`src/rtl/data_mem_arbiter.sv`:
```
// Two-port arbiter in front of the byte-lane data memory: starvation guard, lock FSM,
// round-robin fallback and a registered one-cycle response per port.
package data_mem_arbiter_pkg;
  typedef logic [31:0] word_t;
  typedef logic [3:0]  byte_sel_t;
  typedef enum logic [1:0] {
    UNLOCKED = 2'd0,
    LOCK0    = 2'd1,
    LOCK1    = 2'd2
  } lock_state_t;
endpackage

// Handshake: a port raises req[x] and holds it until it sees gnt[x] in the same cycle; the
// transfer happens on that edge and rsp_valid[x] pulses for exactly one cycle afterwards.
module data_mem_arbiter
  import data_mem_arbiter_pkg::*;
#(
  parameter int unsigned MAX_WAIT = 4
) (
  input  logic        clk,
  input  logic        rst,
  input  logic [1:0]  req,
  input  logic [1:0]  lock,
  input  byte_sel_t   p0_wr_sel,
  input  byte_sel_t   p1_wr_sel,
  input  word_t       p0_addr,
  input  word_t       p1_addr,
  input  word_t       p0_wr_data,
  input  word_t       p1_wr_data,
  output logic [1:0]  gnt,
  output logic [1:0]  rsp_valid,
  output word_t       rsp_data,
  output byte_sel_t   mem_wr_sel,
  output word_t       mem_addr,
  output word_t       mem_wr_data,
  input  word_t       mem_rd_data,
  output lock_state_t dbg_state
);

  localparam logic [3:0] MAX_W = 4'(MAX_WAIT);

  lock_state_t state, state_n;
  logic        last_gnt, last_gnt_n;
  logic [3:0]  wait0, wait0_n, wait1, wait1_n;
  logic [1:0]  gnt_c;

  // Grant is forced low while rst is high so the memory port goes quiet without a clock edge.
  always_comb begin
    gnt_c = 2'b00;
    if (!rst) begin
      if (req[0] && wait0 == MAX_W)        gnt_c = 2'b01;
      else if (req[1] && wait1 == MAX_W)   gnt_c = 2'b10;
      else if (state == LOCK0 && req[0])   gnt_c = 2'b01;
      else if (state == LOCK1 && req[1])   gnt_c = 2'b10;
      else if (req == 2'b11)               gnt_c = last_gnt ? 2'b01 : 2'b10;
      else if (req[0])                     gnt_c = 2'b01;
      else if (req[1])                     gnt_c = 2'b10;
    end
  end

  assign gnt       = gnt_c;
  assign dbg_state = state;

  always_comb begin
    mem_wr_sel  = '0;
    mem_addr    = '0;
    mem_wr_data = '0;
    if (gnt_c[0]) begin
      mem_wr_sel  = p0_wr_sel;
      mem_addr    = p0_addr;
      mem_wr_data = p0_wr_data;
    end else if (gnt_c[1]) begin
      mem_wr_sel  = p1_wr_sel;
      mem_addr    = p1_addr;
      mem_wr_data = p1_wr_data;
    end
  end

  // A lock survives only while its owner keeps getting granted with lock held; any refusal
  // (which can only be a starvation grant to the other port) or dropped req releases it.
  always_comb begin
    state_n = state;
    case (state)
      UNLOCKED: begin
        if (gnt_c[0] && lock[0])      state_n = LOCK0;
        else if (gnt_c[1] && lock[1]) state_n = LOCK1;
      end
      LOCK0: begin
        if (!(gnt_c[0] && lock[0]))   state_n = UNLOCKED;
      end
      LOCK1: begin
        if (!(gnt_c[1] && lock[1]))   state_n = UNLOCKED;
      end
      default: state_n = UNLOCKED;
    endcase
  end

  always_comb begin
    wait0_n    = wait0;
    wait1_n    = wait1;
    last_gnt_n = last_gnt;
    if (!req[0] || gnt_c[0])  wait0_n = 4'd0;
    else if (wait0 != MAX_W)  wait0_n = wait0 + 4'd1;
    if (!req[1] || gnt_c[1])  wait1_n = 4'd0;
    else if (wait1 != MAX_W)  wait1_n = wait1 + 4'd1;
    if (|gnt_c)               last_gnt_n = gnt_c[1];
  end

  always_ff @(posedge clk or posedge rst) begin
    if (rst) begin
      state     <= UNLOCKED;
      last_gnt  <= 1'b1;
      wait0     <= 4'd0;
      wait1     <= 4'd0;
      rsp_valid <= 2'b00;
      rsp_data  <= '0;
    end else begin
      state     <= state_n;
      last_gnt  <= last_gnt_n;
      wait0     <= wait0_n;
      wait1     <= wait1_n;
      rsp_valid <= gnt_c;
      if (|gnt_c) rsp_data <= mem_rd_data;
    end
  end

endmodule
```
`config.mk`:
```
export PLATFORM = sky130hd
export DESIGN_NAME = data_mem_arbiter
export DESIGN_NICKNAME = d
export VERILOG_FILES = /design/src/rtl/data_mem_arbiter.sv
export SDC_FILE = /design/constraint.sdc
export NUM_CORES = 1
export LEC_CHECK = 0
export BUFFER_PORTS_ARGS = -buffer_cell sky130_fd_sc_hd__buf_2
export CORE_AREA = 8 8 103 105
export DETAILED_ROUTE_END_ITERATION = 10
export DIE_AREA = 0 0 111 113
export GPL_ROUTABILITY_DRIVEN = 0
export HOLD_SLACK_MARGIN = 0.12
export PLACE_DENSITY = 0.69
export SYNTH_ARGS = -nofsm -noshare
export SYNTH_HDL_FRONTEND = slang
export SYNTH_SLANG_ARGS = --single-unit
```
`constraint.sdc`:
```
create_clock -name clk -period 13.6 [get_ports clk]
set_input_delay 4.08 -clock clk [delete_from_list [all_inputs] [get_ports clk]]
set_output_delay 4.08 -clock clk [all_outputs]
set_load 0.05 [all_outputs]
```
==> summary.txt <==
Clock network
  • H-tree depth: 2
  • Post-CTS Setup Bufs: 0
  • CTS tree: built
  • Hold buffer count at cts: 0
  • # resized after CTS: 0
  • Root Driver: clkbuf_8
  • CTS Buf Count: 5
  • Clk slew on worst S/H paths: 0.09 ns
  • CTS sink cnt: 45
  • Clk buf depth: 2
  • Worst-Skew Late Latency: 0.29 ns

Die
  • Die width: 111 µm
  • Die area: 0.0125 mm²
  • Die Y: 113 µm
  • Ports: 280
  • Core Rows: 35
  • Initial core utilization: 28.5%
  • Core box area: 0.00898 mm²

Global routing
  • Initial antenna violation count: 6
  • Largest net degree at the start of global routing: 77
  • Vias in the first global route: 3084
  • GRT overflow: 0
  • GRT Overall Usage: 17.3%
  • First-pass GRT wire length: 17600 µm

Route
  • Wire per inst: 19.7 µm
  • TritonRoute pass-1 iters: 4
  • Antenna Nets Post-Route: 0
  • DR vias: 2944
  • Remaining DRCs: 0
  • Number of DRC markers in iteration 0: 269
  • DR vias/cell: 4.91
  • Routed wire length: 11800 µm

STA
  • Max Fclk: 92.8 MHz
  • Final TNS setup: 0 ns
  • Final setup fails: 0
  • Max Slew Vio Count: 0
  • Worst relative slew slack: 31.7%
  • Hold WS: 0.507 ns
  • Worst Slack Setup Final: 2.83 ns
  • RSZ-0062 raised after global routing: false
  • Final Skew: 0.00298 ns
  • Final Hold Viols: 0
  • Period utilization: 79.2%
  • Crit path time final: 10.77 ns
  • Worst-Margin Slew: 1.02 ns

Logic synthesis
  • Syn avg cell area: 11.8 µm²
  • Post-Syn Instances: 216
  • Seq/Total Area, Yosys: 44.1%
  • Synthesis warning total: 0
  • Adder-cell share of the synthesized area: 2.40%
  • Synth Cell Area: 0.00255 mm²
  • Ys flop type: dfrtp_1
  • Yosys cell types: 32
  • Synth Area in Simple Gates: 4.41%
  • #FFs+latches synth: 45
  • Xor and xnor area share after synthesis: 0.686%
  • Largest family of logic cells by synthesized area: compound AO/OA/AOI/OAI gates
  • Syn nets: 394
  • Synth async-reset ratio: 100%
  • EDFF count, synth: 0
  • Post-synthesis mux area share: 14.1%
  • Synth Area in Compound Gates: 27.6%

Final layout
  • Util after Layout: 45.5%
  • FILL cells: 875
  • Layout cells sized above 1: 67.6%
  • Nets@finish: 662
  • Post-layout instance area: 0.00408 mm²
  • Post-Layout Cell Count: 600
  • Area Overhead vs Synth: 59.7%

Run
  • Max_cap viols: 0

Pwr
  • Worst vdd ir: 0.0562 mV
  • Lkg Pwr: 2.29 nW
  • Tot Pwr: 0.482 mW
  • Pwr Density: 118 mW/mm²

Worst setup path
  • Worst Path Required: 9.52 ns
  • WS Path Type: in2out
  • Nature of the critical path endpoint: output pin
  • CP arrival: 6.69 ns
  • CP startpoint kind: primary input
  • Worst reg2reg setup slack: 11.27 ns
  • CP Max Fanout: 60

Status
  • Status: finished clean

Placement
  • # port buffers: 279
  • Cell Area, Placed: 0.00399 mm²
  • Placement Setup Slack: 2.76 ns
  • Placed insts: 588
  • HPWL after detailed placement: 10100 µm

Hold path
  • HP Class: reg2reg
## synth_stat cells (2+ instances only)
| master | number | area, µm² |
|---|---|---|
| nand4_1 | 2 | 12.5 |
| dfrtp_1 | 44 | 1100 |
| mux2_2 | 32 | 360 |
| nor3_1 | 5 | 25.0 |
| buf_2 | 13 | 65.1 |
| inv_1 | 8 | 30.0 |
| a22o_1 | 68 | 596 |
| buf_6 | 6 | 67.6 |
| nand2_1 | 3 | 11.3 |
| nand3_1 | 3 | 15.0 |
| and3b_1 | 2 | 17.5 |
| a21oi_1 | 3 | 15.0 |
| o31ai_1 | 2 | 15.0 |
| xnor2_1 | 2 | 17.5 |
| nor2_1 | 3 | 11.3 |
| ha_1 | 4 | 50.1 |
## critical path: stages
cell     delay (ns)
buf_2          0.13
inv_2          0.74
nand3_1        0.25
o21ai_4        0.36
buf_4          0.55
a22o_1         0.28
buf_2          0.28
## registers in the layout (all words and copies together) (netlist names)
register   flops
rsp_data      32
wait0          4
wait1          4
rsp_valid      2
last_gnt       1
dbg_state      2
## cell usage in the layout, fill, tap and decap left out, drive strengths merged, types with 2 or more instances in the layout
| master | instances |
|---|---|
| xnor2 | 2 |
| nor2 | 3 |
| o31ai | 2 |
| ha | 4 |
| and3b | 2 |
| dfrtp | 44 |
| nand2 | 3 |
| buf | 281 |
| nor3 | 5 |
| mux2 | 32 |
| clkbuf | 7 |
| diode | 4 |
| o21ai | 3 |
| a22o | 68 |
| a21oi | 3 |
| nand4 | 2 |
| inv | 9 |
| nand3 | 3 |
## power by group
part           internal, mW  switching, mW  leakage (nW)
combinational        0.0704          0.174          1.71
sequential            0.150        0.00854         0.547
clock                0.0364         0.0430        0.0385
## area by class of cell
cell class / instances / area [µm²] / share of cell area [%]
clock inverter: 1 / 7.51 / 0.184
tap: 111 / 139 / 3.40
clock buffer: 7 / 76.3 / 1.87
multi-input combinational: 142 / 1280 / 31.3
timing repair buffer: 281 / 1410 / 34.6
inverter: 9 / 33.8 / 0.828
antenna: 4 / 10.0 / 0.245
sequential: 45 / 1130 / 27.6
## path summary, 6_finish.rpt
path	from	to	depth (start not counted)
worst min-delay path	rsp_data[11]	rsp_data[11]	1
worst max-delay path	rst	mem_wr_data[1]	7
worst max register to register	wait1[0]	dbg_state[0]	7
worst min register to register	rsp_data[11]	rsp_data[11]	1
max in group asynchronous	rst	rsp_data[26]	2
min in group asynchronous	rst	rsp_data[13]	2
## kinds of logic (layout without fill, tap and decap cells)
group,count (synthesis),after routing
AO/OA/AOI/OAI,82,82
flip-flops,45,45
multiplexers,32,32
buffers and inverters,29,298
AND/OR/NAND/NOR,21,21
adder cells (fa/ha/maj),5,5
XOR/XNOR,2,2
other,0,4
## routing by layer
| metal | global-route usage (%) | up-vias | part of all wire, % |
|---|---|---|---|
| li1 | - | 1380 | - |
| met1 | 18.6 | 1364 | 36 |
| met2 | 30.8 | 176 | 51 |
| met3 | 7.88 | 16 | 12 |
| met4 | 3.06 | 8 | 0.96 |
| met5 | 0 | - | 0.40 |
Power figures use the tool's default switching activity.
